### config.mk
export PLATFORM = sky130hd
export DESIGN_NAME = mvu_axi_master_port
export DESIGN_NICKNAME = d
export VERILOG_FILES = /design/src/rtl/mvu_pkg.sv /design/src/rtl/mvu_axi_master_port.sv
export SDC_FILE = /design/constraint.sdc
export NUM_CORES = 1
export LEC_CHECK = 0
export ABC_AREA = 1
export BUFFER_PORTS_ARGS = -buffer_cell sky130_fd_sc_hd__buf_2
export CORE_UTILIZATION = 30
export DETAILED_ROUTE_END_ITERATION = 10
export PLACE_DENSITY = 0.66
export SETUP_SLACK_MARGIN = 0.4
export SYNTH_ARGS = -nofsm -noshare
export SYNTH_HDL_FRONTEND = slang
export SYNTH_SLANG_ARGS = --single-unit
### constraint.sdc
create_clock -name clk_i -period 2.66 [get_ports clk_i]
set_input_delay 0.399 -clock clk_i [delete_from_list [all_inputs] [get_ports clk_i]]
set_output_delay 0.399 -clock clk_i [all_outputs]
set_load 0.01 [all_outputs]
### src/rtl/mvu_pkg.sv
// Shared AXI encodings and FSM state type for the MVU AXI master port.
package mvu_pkg;

    typedef enum logic [1:0] {
        AXI_RESP_OKAY   = 2'b00,
        AXI_RESP_EXOKAY = 2'b01,
        AXI_RESP_SLVERR = 2'b10,
        AXI_RESP_DECERR = 2'b11
    } axi_resp_e;

    typedef enum logic [2:0] {
        ST_IDLE,
        ST_WRITE,
        ST_WAIT_B,
        ST_READ,
        ST_WAIT_R
    } mvu_axim_state_e;

    localparam logic [2:0] AXI_SIZE_4B    = 3'b010;
    localparam logic [1:0] AXI_BURST_INCR = 2'b01;

endpackage

### src/rtl/mvu_axi_master_port.sv
// Bridges a req/gnt/rvalid memory port onto single-beat AXI4 transactions,
// one outstanding at a time.
module mvu_axi_master_port
    import mvu_pkg::*;
#(
    parameter int unsigned            AxiIdWidth   = 6,
    parameter int unsigned            AxiAddrWidth = 32,
    parameter int unsigned            AxiDataWidth = 32,
    parameter logic [AxiIdWidth-1:0]  AxiId        = '0
) (
    input  logic                      clk_i,
    input  logic                      rst_i,
    input  logic                      mem_req_i,
    output logic                      mem_gnt_o,
    input  logic                      mem_we_i,
    input  logic [AxiAddrWidth-1:0]   mem_addr_i,
    input  logic [AxiDataWidth/8-1:0] mem_be_i,
    input  logic [AxiDataWidth-1:0]   mem_wdata_i,
    output logic                      mem_rvalid_o,
    output logic [AxiDataWidth-1:0]   mem_rdata_o,
    output logic                      mem_err_o,
    output logic                      busy_o,
    output logic [AxiIdWidth-1:0]     aw_id_o,
    output logic [AxiAddrWidth-1:0]   aw_addr_o,
    output logic [7:0]                aw_len_o,
    output logic [2:0]                aw_size_o,
    output logic [1:0]                aw_burst_o,
    output logic                      aw_valid_o,
    input  logic                      aw_ready_i,
    output logic [AxiDataWidth-1:0]   w_data_o,
    output logic [AxiDataWidth/8-1:0] w_strb_o,
    output logic                      w_last_o,
    output logic                      w_valid_o,
    input  logic                      w_ready_i,
    input  logic [AxiIdWidth-1:0]     b_id_i,
    input  logic [1:0]                b_resp_i,
    input  logic                      b_valid_i,
    output logic                      b_ready_o,
    output logic [AxiIdWidth-1:0]     ar_id_o,
    output logic [AxiAddrWidth-1:0]   ar_addr_o,
    output logic [7:0]                ar_len_o,
    output logic [2:0]                ar_size_o,
    output logic [1:0]                ar_burst_o,
    output logic                      ar_valid_o,
    input  logic                      ar_ready_i,
    input  logic [AxiIdWidth-1:0]     r_id_i,
    input  logic [AxiDataWidth-1:0]   r_data_i,
    input  logic [1:0]                r_resp_i,
    input  logic                      r_last_i,
    input  logic                      r_valid_i,
    output logic                      r_ready_o
);

    if (AxiDataWidth != 32) begin : g_width_check
        $error("mvu_axi_master_port supports only AxiDataWidth = 32");
    end

    mvu_axim_state_e           state_q, state_d;
    logic [AxiAddrWidth-1:0]   addr_q, addr_d;
    logic [AxiDataWidth/8-1:0] be_q, be_d;
    logic [AxiDataWidth-1:0]   wdata_q, wdata_d;
    logic [AxiDataWidth-1:0]   rdata_q, rdata_d;
    logic                      aw_done_q, aw_done_d;
    logic                      w_done_q, w_done_d;
    logic                      rvalid_q, rvalid_d;
    logic                      err_q, err_d;
    logic                      accept;

    // Single outstanding transaction: IDs, r_last and the low resp bit carry no information.
    logic unused_inputs;
    assign unused_inputs = ^{b_id_i, r_id_i, r_last_i, b_resp_i[0], r_resp_i[0]};

    assign accept    = mem_req_i & (state_q == ST_IDLE) & ~rst_i;
    assign mem_gnt_o = accept;
    assign busy_o    = (state_q != ST_IDLE);

    assign aw_id_o    = AxiId;
    assign aw_addr_o  = addr_q;
    assign aw_len_o   = '0;
    assign aw_size_o  = AXI_SIZE_4B;
    assign aw_burst_o = AXI_BURST_INCR;
    assign w_data_o   = wdata_q;
    assign w_strb_o   = be_q;
    assign w_last_o   = 1'b1;
    assign ar_id_o    = AxiId;
    assign ar_addr_o  = addr_q;
    assign ar_len_o   = '0;
    assign ar_size_o  = AXI_SIZE_4B;
    assign ar_burst_o = AXI_BURST_INCR;

    assign mem_rvalid_o = rvalid_q;
    assign mem_rdata_o  = rdata_q;
    assign mem_err_o    = err_q;

    always_comb begin
        state_d    = state_q;
        addr_d     = addr_q;
        be_d       = be_q;
        wdata_d    = wdata_q;
        rdata_d    = rdata_q;
        aw_done_d  = aw_done_q;
        w_done_d   = w_done_q;
        rvalid_d   = 1'b0;
        err_d      = err_q;
        aw_valid_o = 1'b0;
        w_valid_o  = 1'b0;
        b_ready_o  = 1'b0;
        ar_valid_o = 1'b0;
        r_ready_o  = 1'b0;

        unique case (state_q)
            ST_IDLE: begin
                if (accept) begin
                    addr_d    = mem_addr_i;
                    be_d      = mem_be_i;
                    wdata_d   = mem_wdata_i;
                    aw_done_d = 1'b0;
                    w_done_d  = 1'b0;
                    state_d   = mem_we_i ? ST_WRITE : ST_READ;
                end
            end
            ST_WRITE: begin
                // AW and W complete independently; leave once both have handshaken.
                aw_valid_o = ~aw_done_q;
                w_valid_o  = ~w_done_q;
                aw_done_d  = aw_done_q | (aw_valid_o & aw_ready_i);
                w_done_d   = w_done_q | (w_valid_o & w_ready_i);
                if (aw_done_d & w_done_d) begin
                    state_d = ST_WAIT_B;
                end
            end
            ST_WAIT_B: begin
                b_ready_o = 1'b1;
                if (b_valid_i) begin
                    state_d  = ST_IDLE;
                    rvalid_d = 1'b1;
                    rdata_d  = '0;
                    err_d    = b_resp_i[1];
                end
            end
            ST_READ: begin
                ar_valid_o = 1'b1;
                if (ar_ready_i) begin
                    state_d = ST_WAIT_R;
                end
            end
            ST_WAIT_R: begin
                r_ready_o = 1'b1;
                if (r_valid_i) begin
                    state_d  = ST_IDLE;
                    rvalid_d = 1'b1;
                    rdata_d  = r_data_i;
                    err_d    = r_resp_i[1];
                end
            end
            default: state_d = ST_IDLE;
        endcase
    end

    always_ff @(posedge clk_i) begin
        if (rst_i) begin
            state_q   <= ST_IDLE;
            addr_q    <= '0;
            be_q      <= '0;
            wdata_q   <= '0;
            rdata_q   <= '0;
            aw_done_q <= 1'b0;
            w_done_q  <= 1'b0;
            rvalid_q  <= 1'b0;
            err_q     <= 1'b0;
        end else begin
            state_q   <= state_d;
            addr_q    <= addr_d;
            be_q      <= be_d;
            wdata_q   <= wdata_d;
            rdata_q   <= rdata_d;
            aw_done_q <= aw_done_d;
            w_done_q  <= w_done_d;
            rvalid_q  <= rvalid_d;
            err_q     <= err_d;
        end
    end

endmodule

==> reports/metrics.csv <==
stage;metric;value;unit
floorplanning;Die Area;16700;µm²
synth;count leader, synth;nor2_1;
final_layout;number of diodes;0;
floorplanning;Die Height;129;µm
worst_setup_path;Crit. End Element;primary output;
power_and_ir_drop;Pleak;3.04;nW
timing;setup TNS;0;ns
detailed_routing;DRT iter0 DRCs;157;
clock_tree;number of setup buffers added after CTS;0;
timing;max frequency;477;MHz
clock_tree;Clock Tree Root;clkbuf_16;
synth;synthesized netlist cell count;579;
detailed_routing;drt wl/cell;12.3;µm
clock_tree;Resized cells post-CTS;0;
synth;commonest cells in the netlist;nor2_1, dfxtp_1, buf_4;
synth;FF+latch count, synth;107;
synth;Synth area leader;dfxtp_1;
floorplanning;Row Count;46;
power_and_ir_drop;Total Power;0.00526;W
synth;Ys Warns;0;
final_layout;Nets;909;
power_and_ir_drop;peak supply drop;0.374;mV
global_routing;initial antenna violation count;1;
synth;synthesized cell area;4860;µm²
detailed_routing;Vias/cell;4.22;
global_routing;vias in the first global route;3751;
clock_tree;Clock Path Buffers;2;
synth;Most used DFF post-synth;dfxtp_1;
global_routing;pin count of the biggest net entering global routing;72;
floorplanning;core area;15800;µm²
synth;Area contributors post-synth;dfxtp_1, nor2_1, buf_4, o21ai_0, nand3_2;
clock_tree;clk slew on worst S/H paths;0.07;ns
power_and_ir_drop;Cell Pwr Density;849;nW/µm²
worst_setup_path;Worst setup SP type;flop;
floorplanning;initial core utilization;30.7;%
clock_tree;CTS tree;yes;
detailed_routing;drt pass-1 iters;6;
worst_setup_path;worst path required time;2.26;ns
final_layout;P&R area growth vs syn;27.5;%
run;Max Cap Viol;0;
floorplanning;Chip Width;129;µm
timing;Slew @ Worst Pin;0.639;ns
final_layout;final core utilization;39.1;%
synth;Mean Syn Cell Area;8.39;µm²
synth;sequential area share after synthesis;44.1;%
outcome;status;complete, no violations;
clock_tree;Clk Latency, worst-skew pair;0.35;ns
worst_setup_path;kind of critical path;flop to primary output;
timing;Max-slew headroom;57.4;%
timing;Final Hold Fails;0;
timing;final period utilization;78.7;%
clock_tree;H-tree depth;3;
clock_tree;Post-CTS Hold Fix Bufs;0;
detailed_routing;Total Wirelength;12300;µm
worst_setup_path;worst-path fanout max;12;
timing;RSZ-0062 raised after global routing;no;
global_routing;first-pass GRT wire length;18400;µm
placed_design;Port Buffer Count;251;
synth;number of synthesized flops with an enable pin;0;
detailed_routing;detailed-route DRC error count;0;
placed_design;dpl hpwl;8540;µm
clock_tree;cts bufs inserted;9;
timing;Final Setup Violations;0;
synth;async set-reset flop share out of synthesis;0;%
synth;Synth top area share;44.1;%
synth;Synth cell types;29;
clock_tree;CTS sink cnt;107;
timing;max-slew violations;0;
worst_setup_path;R2R Setup Slk;0.82;ns
final_layout;share of layout cells above drive strength 1;46.4;%
timing;final clock skew;0.00921;ns
detailed_routing;vias;4225;
timing;fin crit period;2.09;ns
placed_design;routability cong.;0.761;
floorplanning;I/O pins;306;
global_routing;total grt overflow;0;
worst_setup_path;Worst Path Arrival;1.70;ns
min_path;class of the worst hold path;primary input to flop;
detailed_routing;post-route ant nets;0;
global_routing;Total Routing Usage GR;14.1;%
[final timing paths]
check | from | to | depth (start not counted)
max | state_q[1] | r_ready_o | 4
min | mem_wdata_i[22] | w_data_o[22] | 3
max reg2reg | state_q[1] | w_data_o[11] | 7
min reg2reg | mem_rdata_o[29] | mem_rdata_o[29] | 2
[worst max-delay path, stage by stage, from the launching register on]
cell	delay [ns]
dfxtp_1	0.46
nor2_4	0.09
nand2_4	0.09
clkinv_1	0.41
buf_2	0.31
[kinds of logic (layout without fill, tap and decap cells)]
kind of cell,count (synthesis),in the layout,share of synthesized area [%]
simple gates,239,239,24.5
buf+inv,124,294,17.6
compound gates,107,107,13.6
flops,107,107,44.1
other cells,2,39,0.155
[power breakdown]
part / switching [W] / leakage [nW] / internal [W]
sequential: 0.000165 / 0.878 / 0.00188
combinational: 0.00104 / 2.00 / 0.000585
clock: 0.000589 / 0.168 / 0.00101
[through the flow]
stage	instances	instance area [µm²]	hold WS, ns	worst slack [ns]
detailed placement	988	5840	0.458	0.761
CTS	1002	6200	0.255	0.533
finish	1002	6200	0.270	0.565
global placement	988	5840	0.453	0.757
global route	1002	6200	0.255	0.426
floorplan	616	5000	0.451	1.22
[layout by cell type (no fill, tap or decap), drive strengths merged]
cell type  Yosys  layout
o21ai         71      71
clkbuf        16       9
nand4          2       2
clkinv         1       1
nor2         148     148
dfxtp        107     107
inv           18      18
a21oi         36      36
buf           89     261
nand2         52      52
nand3         35      35
nor3           2       2
conb           2      39
bufinv         0       4
clkinvlp       0       1
[state kept, by name, summed over array words and instances (netlist names)]
name,count
w_strb_o,4
state_q,3
mem_rdata_o,32
aw_done_q,1
mem_rvalid_o,1
ar_addr_o,32
mem_err_o,1
w_data_o,32
w_done_q,1
[layer usage]
layer  GRT usage (%)  wire (µm)  up-vias
met3            4.75        978       10
met4            4.64        131        2
li1                -          -     2145
met2            23.5       5680      167
met5               0          8        -
met1            17.0       5480     1901
[cell type report]
type,instances,area [µm²]
flip-flops and latches,107,2140
clock buffers,9,225
multi-input cells,385,2000
repair buffers,261,1360
fillers,1611,9630
inverters,19,76.3
well taps,216,270
clock inverters,5,128
Note: power is estimated with default switching activity, not from simulation.
